[config.mk]
export PLATFORM = sky130hd
export DESIGN_NAME = alu_issue_ctrl
export DESIGN_NICKNAME = d
export VERILOG_FILES = /design/src/rtl/alu_issue_ctrl_pkg.sv /design/src/rtl/alu_issue_ctrl_hazard_detect.sv /design/src/rtl/alu_issue_ctrl.sv
export SDC_FILE = /design/constraint.sdc
export NUM_CORES = 1
export LEC_CHECK = 0
export ABC_AREA = 1
export CORE_MARGIN = 3
export CORE_UTILIZATION = 39
export DETAILED_ROUTE_END_ITERATION = 10
export HOLD_SLACK_MARGIN = 0.06
export PLACE_DENSITY = 0.78
export RECOVER_POWER = 50
export SLEW_MARGIN = 5
export SYNTH_ARGS = -nofsm -noshare
export SYNTH_HDL_FRONTEND = slang
export SYNTH_SLANG_ARGS = --single-unit
[constraint.sdc]
create_clock -name clk -period 2.1 [get_ports clk]
set_clock_uncertainty 0.2 [all_clocks]
set_input_delay 0.42 -clock clk [delete_from_list [all_inputs] [get_ports clk]]
set_output_delay 0.42 -clock clk [all_outputs]
set_load 0.01 [all_outputs]
[src/rtl/alu_issue_ctrl_pkg.sv]
// -----------------------------------------------------------------------------
// alu_issue_ctrl_pkg
// Shared definitions for the decode-to-ALU issue controller:
//   - exception / trap codes carried on the ALU exception buses
//   - ALU operation encodings used by decode
//   - issue controller state enumeration
// No ports (package).
// -----------------------------------------------------------------------------
package alu_issue_ctrl_pkg;

   // Exception codes (8-bit, matching the default ALU exception bus width).
   localparam logic [7:0] TRAP_NONE       = 8'h00;
   localparam logic [7:0] TRAP_OVERFLOW   = 8'h01;
   localparam logic [7:0] TRAP_ILLEGAL    = 8'h02;
   localparam logic [7:0] TRAP_SLOT_CODE  = 8'h03;
   localparam logic [7:0] TRAP_STALL_CODE = 8'hFF;

   // ALU operation encodings presented by decode.
   typedef enum logic [3:0] {
      ALU_ADD  = 4'h0,
      ALU_SUB  = 4'h1,
      ALU_AND  = 4'h2,
      ALU_OR   = 4'h3,
      ALU_XOR  = 4'h4,
      ALU_SLT  = 4'h5,
      ALU_SLL  = 4'h6,
      ALU_SRL  = 4'h7,
      ALU_BEQ  = 4'h8,
      ALU_BNE  = 4'h9,
      ALU_BAL  = 4'hA,
      ALU_JAL  = 4'hB,
      ALU_JALR = 4'hC
   } alu_op_e;

   // Issue controller states.
   typedef enum logic [2:0] {
      ST_RUN      = 3'd0,  // normal issue
      ST_DELAY    = 3'd1,  // branch issued, delay slot pending
      ST_REDIRECT = 3'd2,  // one cycle, steer fetch to the branch target
      ST_REFILL   = 3'd3,  // waiting for the first target instruction
      ST_TRAP     = 3'd4   // hold until the handler acknowledges
   } issue_state_e;

endpackage

[src/rtl/alu_issue_ctrl_hazard_detect.sv]
// -----------------------------------------------------------------------------
// alu_issue_ctrl_hazard_detect
// Combinational load-use hazard compare. The controller registers the
// destination of the last issued load (0 when the last issued op was not a
// load, or was a load to r0); any decoded source that is actually read and
// matches that register needs one bubble.
// Ports:
//   load_wr      in  5 : destination of the load issued last cycle (0 = none)
//   dec_rs/rt    in  5 : decoded source register indices
//   dec_uses_rs  in  1 : rs is read by the decoded op
//   dec_uses_rt  in  1 : rt is read by the decoded op
//   hazard       out 1 : decoded op must wait one cycle
// -----------------------------------------------------------------------------
module alu_issue_ctrl_hazard_detect (
   input  logic [4:0] load_wr,
   input  logic [4:0] dec_rs,
   input  logic [4:0] dec_rt,
   input  logic       dec_uses_rs,
   input  logic       dec_uses_rt,
   output logic       hazard
);

   logic rs_hit;
   logic rt_hit;

   assign rs_hit = dec_uses_rs && (dec_rs == load_wr);
   assign rt_hit = dec_uses_rt && (dec_rt == load_wr);

   // r0 is never written, so a zero destination can never create a dependency.
   assign hazard = (load_wr != 5'd0) && (rs_hit || rt_hit);

endmodule

[src/rtl/alu_issue_ctrl.sv]
// -----------------------------------------------------------------------------
// alu_issue_ctrl
// Issue controller between decode and the ALU execute stage. Each cycle it
// either issues the decoded op or injects a TRAP_STALL bubble, handling
// load-use hazards, branch delay slots, fetch redirects (with the br_trigger
// handshake) and ALU traps.
// Ports:
//   clk, rst           : clock, asynchronous active-low reset
//   dec_valid/ready    : decode handshake (ready == issue)
//   dec_rs/rt, dec_uses_rs/rt, dec_wr_reg, dec_is_load, dec_is_branch
//                      : decoded operand / class information
//   alu_br_enable      : ALU branch taken (registered in the ALU)
//   alu_br_target      : ALU branch target
//   alu_exception      : ALU exception code
//   issue              : ALU consumes the decoded op this cycle
//   issue_exception    : 0 for a real op, TRAP_STALL for a bubble
//   br_trigger         : new fetch stream in flight (REDIRECT..first refill issue)
//   fetch_redirect     : one-cycle redirect pulse, fetch_target = latched target
//   flush              : kill fetch/decode contents (REDIRECT and TRAP)
//   trap_taken         : one-cycle pulse on trap entry
//   trap_code          : code of the latched trap
//   trap_ack           : handler has taken over, release TRAP
// issue/dec_ready/issue_exception are combinational; all else is registered.
// -----------------------------------------------------------------------------
module alu_issue_ctrl
   import alu_issue_ctrl_pkg::*;
#(
   parameter int unsigned      EXC_W      = 8,
   parameter logic [EXC_W-1:0] TRAP_STALL = EXC_W'(TRAP_STALL_CODE),
   parameter logic [EXC_W-1:0] TRAP_SLOT  = EXC_W'(TRAP_SLOT_CODE)
) (
   input  logic             clk,
   input  logic             rst,
   input  logic             dec_valid,
   output logic             dec_ready,
   input  logic [4:0]       dec_rs,
   input  logic [4:0]       dec_rt,
   input  logic             dec_uses_rs,
   input  logic             dec_uses_rt,
   input  logic [4:0]       dec_wr_reg,
   input  logic             dec_is_load,
   input  logic             dec_is_branch,
   input  logic             alu_br_enable,
   input  logic [31:0]      alu_br_target,
   input  logic [EXC_W-1:0] alu_exception,
   output logic             issue,
   output logic [EXC_W-1:0] issue_exception,
   output logic             br_trigger,
   output logic             fetch_redirect,
   output logic [31:0]      fetch_target,
   output logic             flush,
   output logic             trap_taken,
   output logic [EXC_W-1:0] trap_code,
   input  logic             trap_ack
);

   issue_state_e     state_q, state_d;
   logic [4:0]       load_wr_q, load_wr_d;
   logic             taken_q, taken_d;
   logic [31:0]      target_q, target_d;
   logic             br_trigger_q, br_trigger_d;
   logic             fetch_redirect_q, fetch_redirect_d;
   logic             flush_q, flush_d;
   logic             trap_taken_q, trap_taken_d;
   logic [EXC_W-1:0] trap_code_q, trap_code_d;

   logic hazard;
   logic issue_state;
   logic slot_branch;
   logic exc_real;
   logic issue_c;

   alu_issue_ctrl_hazard_detect u_hazard_detect (
      .load_wr     (load_wr_q),
      .dec_rs      (dec_rs),
      .dec_rt      (dec_rt),
      .dec_uses_rs (dec_uses_rs),
      .dec_uses_rt (dec_uses_rt),
      .hazard      (hazard)
   );

   // NOTE: every signal written in an always_comb gets a default first, so no
   // path through the block can leave it unassigned and infer a latch.
   always_comb begin
      issue_state = (state_q == ST_RUN) || (state_q == ST_DELAY) || (state_q == ST_REFILL);
      // A branch that would otherwise issue as the delay slot is refused.
      slot_branch = (state_q == ST_DELAY) && dec_valid && !hazard && dec_is_branch;
      // TRAP_STALL on the ALU bus is just a bubble echoing back, not a fault.
      exc_real    = (alu_exception != '0) && (alu_exception != TRAP_STALL) &&
                    (state_q != ST_TRAP);
      // Gated by rst so the combinational outputs also show reset values
      // while reset is held.
      issue_c     = rst && issue_state && dec_valid && !hazard && !flush_q &&
                    !((state_q == ST_DELAY) && dec_is_branch);

      state_d     = state_q;
      taken_d     = taken_q;
      target_d    = target_q;
      trap_code_d = trap_code_q;

      // Branch outcome may arrive before the delay slot is available.
      if ((state_q == ST_DELAY) && alu_br_enable) begin
         taken_d  = 1'b1;
         target_d = alu_br_target;
      end

      if (exc_real) begin
         state_d     = ST_TRAP;
         trap_code_d = alu_exception;
         taken_d     = 1'b0;
      end else if (slot_branch) begin
         state_d     = ST_TRAP;
         trap_code_d = TRAP_SLOT;
         taken_d     = 1'b0;
      end else begin
         case (state_q)
            ST_RUN: begin
               if (issue_c && dec_is_branch) state_d = ST_DELAY;
            end
            ST_DELAY: begin
               if (issue_c) begin
                  // The outcome can be visible in the same cycle the slot issues.
                  state_d = (taken_q || alu_br_enable) ? ST_REDIRECT : ST_RUN;
                  taken_d = 1'b0;
               end
            end
            ST_REDIRECT: state_d = ST_REFILL;
            ST_REFILL: begin
               if (issue_c) state_d = dec_is_branch ? ST_DELAY : ST_RUN;
            end
            ST_TRAP: begin
               if (trap_ack) state_d = ST_RUN;
            end
            default: state_d = ST_RUN;
         endcase
      end

      // Load tracking lives for exactly one cycle after the load issues.
      load_wr_d = (issue_c && dec_is_load) ? dec_wr_reg : 5'd0;

      // Registered outputs are decoded from the next state so they line up
      // with the state they describe.
      fetch_redirect_d = (state_d == ST_REDIRECT);
      flush_d          = (state_d == ST_REDIRECT) || (state_d == ST_TRAP);
      br_trigger_d     = (state_d == ST_REDIRECT) || (state_d == ST_REFILL);
      trap_taken_d     = (state_d == ST_TRAP) && (state_q != ST_TRAP);
   end

   // NOTE: sequential state uses non-blocking assignments so every flop samples
   // the pre-edge values regardless of statement order.
   always_ff @(posedge clk or negedge rst) begin
      if (!rst) begin
         state_q          <= ST_RUN;
         load_wr_q        <= 5'd0;
         taken_q          <= 1'b0;
         target_q         <= 32'd0;
         br_trigger_q     <= 1'b0;
         fetch_redirect_q <= 1'b0;
         flush_q          <= 1'b0;
         trap_taken_q     <= 1'b0;
         trap_code_q      <= '0;
      end else begin
         state_q          <= state_d;
         load_wr_q        <= load_wr_d;
         taken_q          <= taken_d;
         target_q         <= target_d;
         br_trigger_q     <= br_trigger_d;
         fetch_redirect_q <= fetch_redirect_d;
         flush_q          <= flush_d;
         trap_taken_q     <= trap_taken_d;
         trap_code_q      <= trap_code_d;
      end
   end

   assign issue           = issue_c;
   assign dec_ready       = issue_c;
   assign issue_exception = issue_c ? '0 : TRAP_STALL;
   assign br_trigger      = br_trigger_q;
   assign fetch_redirect  = fetch_redirect_q;
   assign fetch_target    = target_q;
   assign flush           = flush_q;
   assign trap_taken      = trap_taken_q;
   assign trap_code       = trap_code_q;

endmodule

==> impl_results.md <==
- Status: finished, violations left
- Violated checks: setup timing
- Initial antenna violation count: 0
- Antenna viol nets, final: 0
- DP HPWL: roughly 4300 µm
- Global-route wire length before repair: 9894 µm
- Kind of critical path: flop to primary output
- Nets: approximately 430
- Clock Latency Late Sink: 300 ps
- Switch share: 0.3110
- Worst slew margin: 0.1401
- Number of remaining DRC errors: 0
- Synthesized area: 2424 µm²
- Syn Nets: 299
- R2r startpoint: state_q[0]
- Crit path DAT: 1500 ps
- RSZ-0062 raised after global routing: yes
- Worst-path fanout max: 5
- Hold Path Class: flop to flop
- # clock sinks: 53
- Crit start category: flop
- Register area: 1326 µm²
- CTS tree: done
- Pin count of the biggest net entering global routing: 54
- Ports: 118
- CTS root buffer: clkbuf_8
- VDD IR max: 0.6104 mV
- Hold WS: 292.8 ps
- Final core utilization: 0.6521
- Synth warn: 0
- Synthesized instance count: 235
- Crit path capture type: primary output
- Core Region: 5956 µm²
- Crit path required time: between 1000 and 1500 ps
- Syn avg cell area: 10.31 µm²
- Via count: roughly 2100
- Std-Cell Rows: 28
- Final min period: 2120 ps
- Worst setup margin: -20.48 ps
- Gr ovfl total: 0
- Pwr dens: 940.8 nW/µm²
- DRT Pass-1 Iters: 4
- Fillers: 504
- Antenna fix cells: 0
- DR vias/cell: 4.622
- Longest Clk Path Bufs: 2
- Share of cells above drive strength 1: 0.1892
- Net Sw Power: 1136 µW
- Yosys cell types: 26
- WL per Instance: roughly 13 µm
- IO buf count: 117
- Total power: 3654 µW
- Logic pwr share: 0.432
- Internal: 2517 µW
- Commonest non-fill, non-tap cells in the layout: clkdlybuf4s50_1 (89), dfrtp_1 (53), nand2_1 (41)
- Flop pwr share: 0.416
- Clk pin slew, worst setup/hold paths: 90 ps
- Lkg Pwr: about 0.002 µW
- Commonest non-fill, non-tap cell in the layout: clkdlybuf4s50_1
- Worst min-delay path startpoint: fetch_target[23]
- WHS Path Cells: 1
- Share of the synthesized area in the top cell type: 0.5472
- TritonCTS Buffers: 5
- Multi-input logic area: 929.6 µm²
- Max-cap viol count: 0
- Hold Crit Endpoint: fetch_target[23]
- CTS Hold Bufs: 0
- Gpl congestion: a little over 0.8
- Seq/Total Area, Yosys: 0.5472
- Chip height: 84.83 µm
- Max-slew violation count: 0
- Worst-Margin Slew: 1290 ps
- Top post-synthesis cells by area: dfrtp_1 (55%), mux2_1 (14%), nand2_1 (6.7%), inv_1 (4.6%), nor2_1 (3.3%)
- Iter 0 DRT Violations: 69
- Starting density of the core: 0.4069
- R2R cell count: 8
- Fmax achieved: 471.6 MHz
- Worst r2r dst: fetch_target[16]
- Final setup violation count: 5
- H-tree levels: 2
- Final Hold Fails: 0
- Reg-to-reg slack, setup: 70 ps
- Clock power share: 0.152
- #FFs+latches synth: between 50 and 60
- Drt total wl: 5892 µm
- Area growth from synthesis to layout: 60.25%
- Die width: 84.83 µm
- Period utilisation layout: 1.010
- Post-synth top area cell: dfrtp_1
- Die area: 7196 µm²
- Vias in the first global route: 2148
- Total GRT Usage: 0.1703
per-layer routing:
layer | share of wire | up-vias | global-route usage | wire [µm]
met5 | 0 | - | 0 | 0
met4 | 0.0081 | 0 | 0.03885 | 48
met3 | 0.087 | 7 | 0.05534 | 513
met2 | 0.50 | 77 | 0.2897 | 2960
met1 | 0.40 | 967 | 0.2121 | 2370
li1 | - | 1006 | - | -
power groups by stage:
stage,sequential [µW],clock [µW],combinational (µW)
2_1_floorplan,1680,0,445
3_3_place_gp,1520,0,1540
3_5_place_dp,1540,0,1550
4_1_cts,1530,584,1590
5_1_grt,1570,633,1710
6_report,1520,556,1580
critical path, cell delays in order (launching register included):
cell,delay [ps]
dfrtp_1,420
inv_2,50
nand2_1,60
nand2_1,70
nor2_2,110
nand3_1,80
nand2_2,90
nand2_4,80
nand2_8,90
inv_6,40
buf_6,110
through the flow:
stage | setup slack [ps] | TNS [ps] | cell area, µm² | instances
2_1_floorplan | 210.2 | 0 | 2424 | 235
3_3_place_gp | -608.0 | -8471 | 3692 | 428
3_5_place_dp | -654.4 | -9534 | 3692 | 428
4_1_cts | -52.40 | -379.7 | 3832 | 444
5_1_grt | -149.8 | -1704 | 3884 | 445
6_report | -20.48 | -71.22 | 3884 | 445
how the worst max path moves through the flow:
stage,start,end,cells after the start
after floorplan,state_q[0],issue,8
after global placement,dec_rt[4],issue_exception[0],10
after detailed placement,dec_valid,dec_ready,6
after CTS,state_q[0],dec_ready,9
after global routing,load_wr_q[2],issue_exception[4],9
final,load_wr_q[2],issue,10
synth_stat cells, drive strengths merged:
master and n:
nand3 7, a211oi 1, nor3 4, mux2 32
a21oi 2, o21ai 7, inv 38, nand3b 1
nor3b 1, o22a 2, nand4 4, buf 11
o221ai 1, nand2 48, nor2 23, dfrtp 53
cell families (layout without fill, tap and decap cells):
logic type | count (synthesis) | in the layout | share of synthesized area
buffers and inverters | 49 | 183 | 0.09757
AND/OR/NAND/NOR | 88 | 89 | 0.1647
AO/OA/AOI/OAI | 13 | 13 | 0.04182
flip-flops | 53 | 53 | 0.5472
multiplexers | 32 | 32 | 0.1487
flip-flops by register name, summed over array words and instances (netlist names):
register        count
br_trigger          1
fetch_redirect      1
fetch_target       32
flush               1
load_wr_q           5
state_q             3
taken_q             1
trap_code           8
trap_taken          1
what timing repair did:
item / in CTS / in global routing
setup buffers: 7 / 1
gates cloned: 1 / 0
gates resized for setup: 66 / 18
pin swaps: 14 / 9
endpoints found under the setup margin: 10 / 12
area by class of cell:
class                           instances  share of cell area
Clock buffer                            5             0.01772
Clock inverter                          3            0.004510
Multi-Input combinational cell        134              0.2394
Sequential cell                        53              0.3415
Inverter                               38             0.03802
Tap cell                               75             0.02416
Timing Repair Buffer                  137              0.3347
Note: power is estimated with default switching activity, not from simulation.
